--- src/rtl/up_dn_cnt_pkg.sv ---
// Shared definitions for the up/down counter family: mode encodings and the
// parameter range check used at elaboration.
package up_dn_cnt_pkg;

    localparam logic MODE_SAT  = 1'b0;
    localparam logic MODE_WRAP = 1'b1;

    // True when the bounds fit the width and the largest step fits the range.
    function automatic bit range_ok(
        input int unsigned width,
        input longint unsigned min_val,
        input longint unsigned max_val,
        input int unsigned step_w
    );
        longint unsigned top;
        longint unsigned span;
        if (width == 0 || width > 62 || step_w == 0 || step_w > 62) return 1'b0;
        top = (64'd1 << width) - 64'd1;
        if (!(min_val < max_val) || max_val > top) return 1'b0;
        span = max_val - min_val + 64'd1;
        return (((64'd1 << step_w) - 64'd1) <= span);
    endfunction

endpackage

--- src/rtl/up_dn_cnt_next.sv ---
// Combinational next-count and overflow/underflow computation for one
// up or down step, saturating or wrapping within [MIN_VAL, MAX_VAL].
module up_dn_cnt_next
    import up_dn_cnt_pkg::*;
#(
    parameter int unsigned WIDTH   = 5,
    parameter int unsigned MIN_VAL = 0,
    parameter int unsigned MAX_VAL = 31,
    parameter int unsigned STEP_W  = 3
) (
    input  logic [WIDTH-1:0]  count,
    input  logic [STEP_W-1:0] step,
    input  logic              up,
    input  logic              wrap,
    output logic [WIDTH-1:0]  next_val,
    output logic              ovf,
    output logic              unf
);

    // One guard bit keeps every intermediate value from wrapping.
    localparam int unsigned EW = WIDTH + 1;
    localparam logic [EW-1:0] MIN_E = EW'(MIN_VAL);
    localparam logic [EW-1:0] MAX_E = EW'(MAX_VAL);
    localparam logic [EW-1:0] RNG_E = EW'(MAX_VAL - MIN_VAL + 1);

    logic [EW-1:0] count_e;
    logic [EW-1:0] step_e;
    logic [EW-1:0] res;

    assign count_e = EW'(count);
    assign step_e  = EW'(step);

    always_comb begin
        res = count_e;
        ovf = 1'b0;
        unf = 1'b0;
        if (up) begin
            res = count_e + step_e;
            if (res > MAX_E) begin
                ovf = 1'b1;
                res = (wrap == MODE_SAT) ? MAX_E : (res - RNG_E);
            end
        end else begin
            // count - step < MIN  <=>  count < MIN + step, with no negative term
            if (count_e < (MIN_E + step_e)) begin
                unf = 1'b1;
                res = (wrap == MODE_WRAP) ? (count_e + RNG_E - step_e) : MIN_E;
            end else begin
                res = count_e - step_e;
            end
        end
    end

    assign next_val = WIDTH'(res);

endmodule

--- src/rtl/up_dn_counter_param.sv ---
// Parametrised up/down counter with programmable step, bounds, saturate/wrap
// mode and registered Ovf/Unf pulses. Optional sticky flags: UPDN_CNT_STICKY_EN.
module up_dn_counter_param
    import up_dn_cnt_pkg::*;
#(
    parameter int unsigned WIDTH   = 5,
    parameter int unsigned MIN_VAL = 0,
    parameter int unsigned MAX_VAL = 31,
    parameter int unsigned STEP_W  = 3
) (
    input  logic              CLK,
    input  logic              RST,
    input  logic [WIDTH-1:0]  IN,
    input  logic              Load,
    input  logic              Up,
    input  logic              Down,
    input  logic              Enable,
    input  logic [STEP_W-1:0] Step,
    input  logic              Wrap,
`ifdef UPDN_CNT_STICKY_EN
    input  logic              Clr_Flags,
    output logic              Ovf_Sticky,
    output logic              Unf_Sticky,
`endif
    output logic [WIDTH-1:0]  Counter,
    output logic              High,
    output logic              Low,
    output logic              Ovf,
    output logic              Unf
);

    localparam int unsigned EW = WIDTH + 1;
    localparam logic [EW-1:0]    MIN_E = EW'(MIN_VAL);
    localparam logic [EW-1:0]    MAX_E = EW'(MAX_VAL);
    localparam logic [WIDTH-1:0] MIN_W = WIDTH'(MIN_VAL);
    localparam logic [WIDTH-1:0] MAX_W = WIDTH'(MAX_VAL);

    if (!range_ok(WIDTH, longint'(MIN_VAL), longint'(MAX_VAL), STEP_W)) begin : g_bad_cfg
        $error("up_dn_counter_param: illegal WIDTH/MIN_VAL/MAX_VAL/STEP_W combination");
    end

    logic [WIDTH-1:0] cnt_q;
    logic [WIDTH-1:0] cnt_d;
    logic             ovf_q;
    logic             ovf_d;
    logic             unf_q;
    logic             unf_d;
    logic [WIDTH-1:0] step_val;
    logic             step_ovf;
    logic             step_unf;
    logic             count_op;
    logic [EW-1:0]    in_e;

    // Down takes priority over Up, so the step direction is simply !Down.
    up_dn_cnt_next #(
        .WIDTH   (WIDTH),
        .MIN_VAL (MIN_VAL),
        .MAX_VAL (MAX_VAL),
        .STEP_W  (STEP_W)
    ) u_next (
        .count    (cnt_q),
        .step     (Step),
        .up       (~Down),
        .wrap     (Wrap),
        .next_val (step_val),
        .ovf      (step_ovf),
        .unf      (step_unf)
    );

    assign in_e     = EW'(IN);
    assign count_op = Enable && (Step != '0) && (Up || Down);

    // Load > Down > Up; loads are clamped into the legal range.
    always_comb begin
        cnt_d = cnt_q;
        ovf_d = 1'b0;
        unf_d = 1'b0;
        if (Load) begin
            if ($signed(in_e) < $signed(MIN_E)) begin
                cnt_d = MIN_W;
            end else if (in_e > MAX_E) begin
                cnt_d = MAX_W;
            end else begin
                cnt_d = IN;
            end
        end else if (count_op) begin
            cnt_d = step_val;
            ovf_d = step_ovf;
            unf_d = step_unf;
        end
    end

    always_ff @(posedge CLK) begin
        if (RST) begin
            cnt_q <= MIN_W;
            ovf_q <= 1'b0;
            unf_q <= 1'b0;
        end else begin
            cnt_q <= cnt_d;
            ovf_q <= ovf_d;
            unf_q <= unf_d;
        end
    end

`ifdef UPDN_CNT_STICKY_EN
    logic ovf_sticky_q;
    logic unf_sticky_q;

    // A new event in the same cycle as a clear keeps the flag set.
    always_ff @(posedge CLK) begin
        if (RST) begin
            ovf_sticky_q <= 1'b0;
            unf_sticky_q <= 1'b0;
        end else begin
            if (ovf_d) begin
                ovf_sticky_q <= 1'b1;
            end else if (Clr_Flags) begin
                ovf_sticky_q <= 1'b0;
            end
            if (unf_d) begin
                unf_sticky_q <= 1'b1;
            end else if (Clr_Flags) begin
                unf_sticky_q <= 1'b0;
            end
        end
    end

    assign Ovf_Sticky = ovf_sticky_q;
    assign Unf_Sticky = unf_sticky_q;
`endif

    assign Counter = cnt_q;
    assign Ovf     = ovf_q;
    assign Unf     = unf_q;
    assign High    = (cnt_q == MAX_W);
    assign Low     = (cnt_q == MIN_W);

endmodule

--- config.mk ---
export PLATFORM = sky130hd
export DESIGN_NAME = up_dn_counter_param
export DESIGN_NICKNAME = d
export VERILOG_FILES = /design/src/rtl/up_dn_cnt_pkg.sv /design/src/rtl/up_dn_cnt_next.sv /design/src/rtl/up_dn_counter_param.sv
export SDC_FILE = /design/constraint.sdc
export NUM_CORES = 1
export LEC_CHECK = 0
export CAP_MARGIN = 0
export CORE_MARGIN = 2
export CORE_UTILIZATION = 40
export DETAILED_ROUTE_END_ITERATION = 10
export GPL_TIMING_DRIVEN = 0
export HOLD_SLACK_MARGIN = 0.15
export MAX_ROUTING_LAYER = met4
export PLACE_DENSITY = 0.74
export SLEW_MARGIN = 20
export SYNTH_ARGS = -nofsm -noshare
export SYNTH_HDL_FRONTEND = slang
export SYNTH_SLANG_ARGS = --single-unit
--- constraint.sdc ---
create_clock -name CLK -period 2.1 [get_ports CLK]
set_clock_uncertainty 0.05 [all_clocks]
set_input_delay 0.42 -clock CLK [delete_from_list [all_inputs] [get_ports CLK]]
set_output_delay 0.42 -clock CLK [all_outputs]
set_load 0.03 [all_outputs]
# Yosys cells after proc, flatten, opt, wreduce, memory -nomap -nowiden
# Index checks and enable logic that the tools add are counted.
# word_totals
elab_cells	34
register_bits	7
# op_classes
n_addsub	5
bitwise	2
n_lt_le_gt_ge	4
eq_ne	1
n_reduce_logical	8
muxes	11
# ops
cell	count
$mux 5	9
$sub 5x3->5	2
$reduce_or 4->1	2
$add 5x3->6	1
$gt 6x5->1 const B	1
$add 5x1->5 const B	1
$eq 5x5->1 const B	1
$gt 5x5->1 const B	1
$logic_not 5->1	1
$lt 5x1->1 const B	1
$lt 5x3->1	1
$sub 5x1->5 const B	1
$reduce_bool 3->1	1
$logic_and 1x1->1	2
$mux 1	2
$not 1->1	2
$reduce_bool 2->1	1
$logic_or 1x1->1	1

# Logic depth before layout (Yosys ltp)
# depth
ltp_word	7
depth_mapped	8
ltp_nobuf	8

# Hierarchy
# A second synthesis with hierarchy kept.
# unflattened
hier_cells	101
area_unflattened_um2	807.0
# by_module_without_submodules
module	cells_per_inst	area_per_inst_um2	n_inst
up_dn_cnt_next	58	440.4	1
up_dn_counter_param	43	366.6	1

# Worst setup path after synthesis
# Ideal clock, no wire load.
# synth_path
kind	reg2out
startpoint	register cnt_q[3] (netlist: Counter[3])
endpoint	output port Low
path_stages_with_launch	4
n_path_buf	1
path_slack_ps	-114
arrival_time_ps	1744
required_ps	1630
cell_sequence	dfxtp_1 > buf_2 > nor2_1 > nor4b_1
# synth_between
elab_chain_cells	1
# synth_lines
item	line_no	source
start: declaration	up_dn_counter_param.sv:42	logic [WIDTH-1:0] cnt_q;
start signal: assignment	up_dn_counter_param.sv:99	cnt_q <= cnt_d;
$logic_not 5->1	up_dn_counter_param.sv:136	assign Low = (cnt_q == MIN_W);
end: declaration	up_dn_counter_param.sv:27	output logic Low,
# No other way between the ends.

# Final worst setup path
# layout_path
startpoint	input port Step[1]
endpoint	register cnt_q[0] (netlist: Counter[0])
# layout_between
elab_chain_cells	6
elab_cells_between_ends	12
# layout_lines
item	line_no	source
start: declaration	up_dn_counter_param.sv:18	input logic [STEP_W-1:0] Step,
$add 5x3->6	up_dn_cnt_next.sv:38	res = count_e + step_e;
$gt 6x5->1	up_dn_cnt_next.sv:39	if (res > MAX_E) begin
$mux 5	up_dn_cnt_next.sv:39	
$mux 5	up_dn_cnt_next.sv:37	if (up) begin
$mux 5	up_dn_counter_param.sv:86	end else if (count_op) begin
$mux 5	up_dn_counter_param.sv:78	if (Load) begin
# Parallel ways exist; a longest one is shown, timed or not. The select of a mux whose other input is x is not followed.
# A chain may end at the register's enable or synchronous reset.

==> flow_summary.ini <==
[status]
status = complete, no violations

[final_layout]
nNetsFinal = 147
final_layout_size_suffix_gt1_share_pct = 23.6
utilization_pct = 64.5
nFillCells = 145
final_area_mm2 = 0.00110
syn2layout_area_growth_pct = 54.6
antenna_cells = 0

[detailed_routing]
wire_per_inst_um = 12.3
firstDrtPassIters = 4
ant_nets = 0
drt_iter0_markers = 5
via_count = 753
wl_mm = 1.82
route.detailed.drc = 0
vias_per_cell = 5.09

[sta]
setup_viol = 0
worstMarginPinSlew_ns = 0.519
max_freq_mhz = 501
final.period_utilization_pct = 95.0
fin_crit_ns = 2.00
tns_ns = 0
slew_violations = 0
hold_viol_final = 0
slew_headroom_pct = 65.1

[synthesis]
syn_area_um2 = 713
syn_nets = 111
synthSimpleGateAreaFrac_pct = 21.9
synth_adder_area_share_pct = 16.1
ys_warn_count = 0
yosysMostFrequentCell = nor2_1
synthTopCellsByCount = nor2_1 (10), inv_1 (9), dfxtp_1 (7)
synth_mux_area_share_pct = 0
synth_flop_cell = dfxtp_1
yosysTopAreaCellShare_pct = 19.6
yosys.area_share.xor_xnor_pct = 6.14
synth_cells = 88
yosysSeqAreaShare_pct = 19.6
yosys.area.top_type = dfxtp_1
syn_avg_cell_area_um2 = 8.10
synth_edf_count = 0
async_flop_share_pct = 0
synth_top_family_by_area = compound AO/OA/AOI/OAI gates
synth_area_leaders = dfxtp_1 (20%), ha_1 (11%), fa_1 (5.6%), nor2_1 (5.3%), xnor2_1 (4.9%)
synth-compound-area-share_pct = 27.2
ys_ff_latch = 7
yosysUniqueCellTypes = 32

[cts]
cts_tree = yes
numCtsBuffers = 3
cts_buffer_depth = 2
clk_latency_ns = 0.26
cts_sinks = 7
cts_hold_buf = 0
h-tree-depth = 1
clockRootBuffer = clkbuf_4
path_clk_slew_ns = 0.06

[floorplanning]
die_width_um = 46.2
start_util_pct = 41.8
rows = 15
dieHeight_um = 46.2
core_mm2 = 0.00171
ioPinCount = 24
die_area_mm2 = 0.00214

[worst_setup_path]
setup.worst_path.end_class = flop
reg2reg_from = Counter[0]
critical_path_class = in2reg
slowest_delay_ns = 0.34
start_kind = input port
worstPathArrival_ns = 2.10
slowest_stage = a2111oi_2
cp.required_ns = 2.21
path_cells = dlygate4sd2_1 -> inv_2 -> ha_4 -> o311ai_4 -> nand3_2 -> o32a_1 -> a2111oi_2
r2r-end = Counter[0]
crit_family = compound AO/OA/AOI/OAI gates
crit_start = Step[1]
worst-path-max-fanout = 3
r2r_slack_ns = 0.13
critPathBufInv = 2
ff2ff_path_depth = 6

[placed_design]
io_buffers = 22
gp_congestion = 0.847
dpl_cell_area_um2 = 973
hpwl_mm = 1.37

[hold_path]
holdPathEnd = Ovf
worstHoldStart = Down
hold_path_depth = 2
hp-class = in2reg

[power_and_ir_drop]
p_int_w = 0.000351
p_sw_w = 0.000199
irDropWorstVdd_v = 0.000385
p_leak_nw = 0.449
p_per_area_mw_per_mm2 = 500
p_sw_share_pct = 36.2
power_frac_seq_pct = 28.7
power.share.combinational_pct = 48.7
clockPowerShare_pct = 22.6

[grt]
grt.overflow.total = 0
grt_pass1_wl_mm = 2.96
grt_pass1_vias = 740
antenna_found_initial = 0
grt_usage_pct = 20.1
grt_max_degree = 11

[flow_run]
max_cap_violations = 0
cell type report:
type	instances	area, um2	share of cell area, %
multi-input cells	67	558	50.6
repair buffers	31	278	25.2
well taps	25	31.3	2.84
clock buffers	4	26.3	2.38
flip-flops and latches	7	145	13.2
inverters	9	33.8	3.06
plain buffers	5	30.0	2.72
sequential cells by signal (all words and copies together), names as in the netlist:
register	cells
Ovf	1
Counter	5
Unf	1
worst max-delay path by stage:
stage,end,slack (ns),cells after the start
after floorplan,Counter[0],0.05,6
after global placement,Counter[0],-0.58,8
after detailed placement,Counter[0],-0.59,8
after CTS,Counter[0],0.03,8
after global routing,Counter[0],-0.0006,6
final,Counter[0],0.10,7
layout by cell type, fill, tap and decap left out, types with 4 or more instances in the layout:
cell type / n
nor3_1: 6
buf_4: 9
dlygate4sd2_1: 4
a21oi_1: 4
inv_1: 8
xnor2_1: 4
clkdlybuf4s50_1: 17
nor2b_1: 4
ha_1: 4
nor2_1: 10
nand2_1: 4
dfxtp_1: 5
per-layer routing:
layer	global-route usage, %	wire, um
met1	22.8	819
met2	33.3	887
met3	5.88	77
met4	6.86	34
met5	-	0
cells by family after synthesis:
group | after synthesis
AO/OA/AOI/OAI | 23
AND/OR/NAND/NOR | 31
flip-flops | 7
XOR/XNOR | 5
adder cells (fa/ha/maj) | 8
buffers and inverters | 14
stage by stage:
stage	power, W	setup WS (ns)	hold slack, ns	instances
final	0.000551	0.105	0.422	148
after detailed placement	0.000394	-0.593	0.595	135
after floorplan	0.000315	0.0482	0.446	88
after global placement	0.000392	-0.581	0.592	135
after CTS	0.000537	0.0260	0.414	145
after global routing	0.000587	-0.000604	0.452	148
timing repair:
item,CTS,global route
resized for setup,10,5
setup buffers,6,3
hold endpoints to repair,0,0
pin swaps,4,4
setup endpoints to repair,7,4
power by group through the flow:
stage / combinational, W / sequential (W) / clock [W]
finish: 0.000268 / 0.000158 / 0.000124
global route: 0.000292 / 0.000159 / 0.000135
CTS: 0.000252 / 0.000158 / 0.000127
detailed placement: 0.000235 / 0.000160 / 0
global placement: 0.000233 / 0.000160 / 0
floorplan: 0.000139 / 0.000175 / 0
Power figures use the tool's default switching activity.
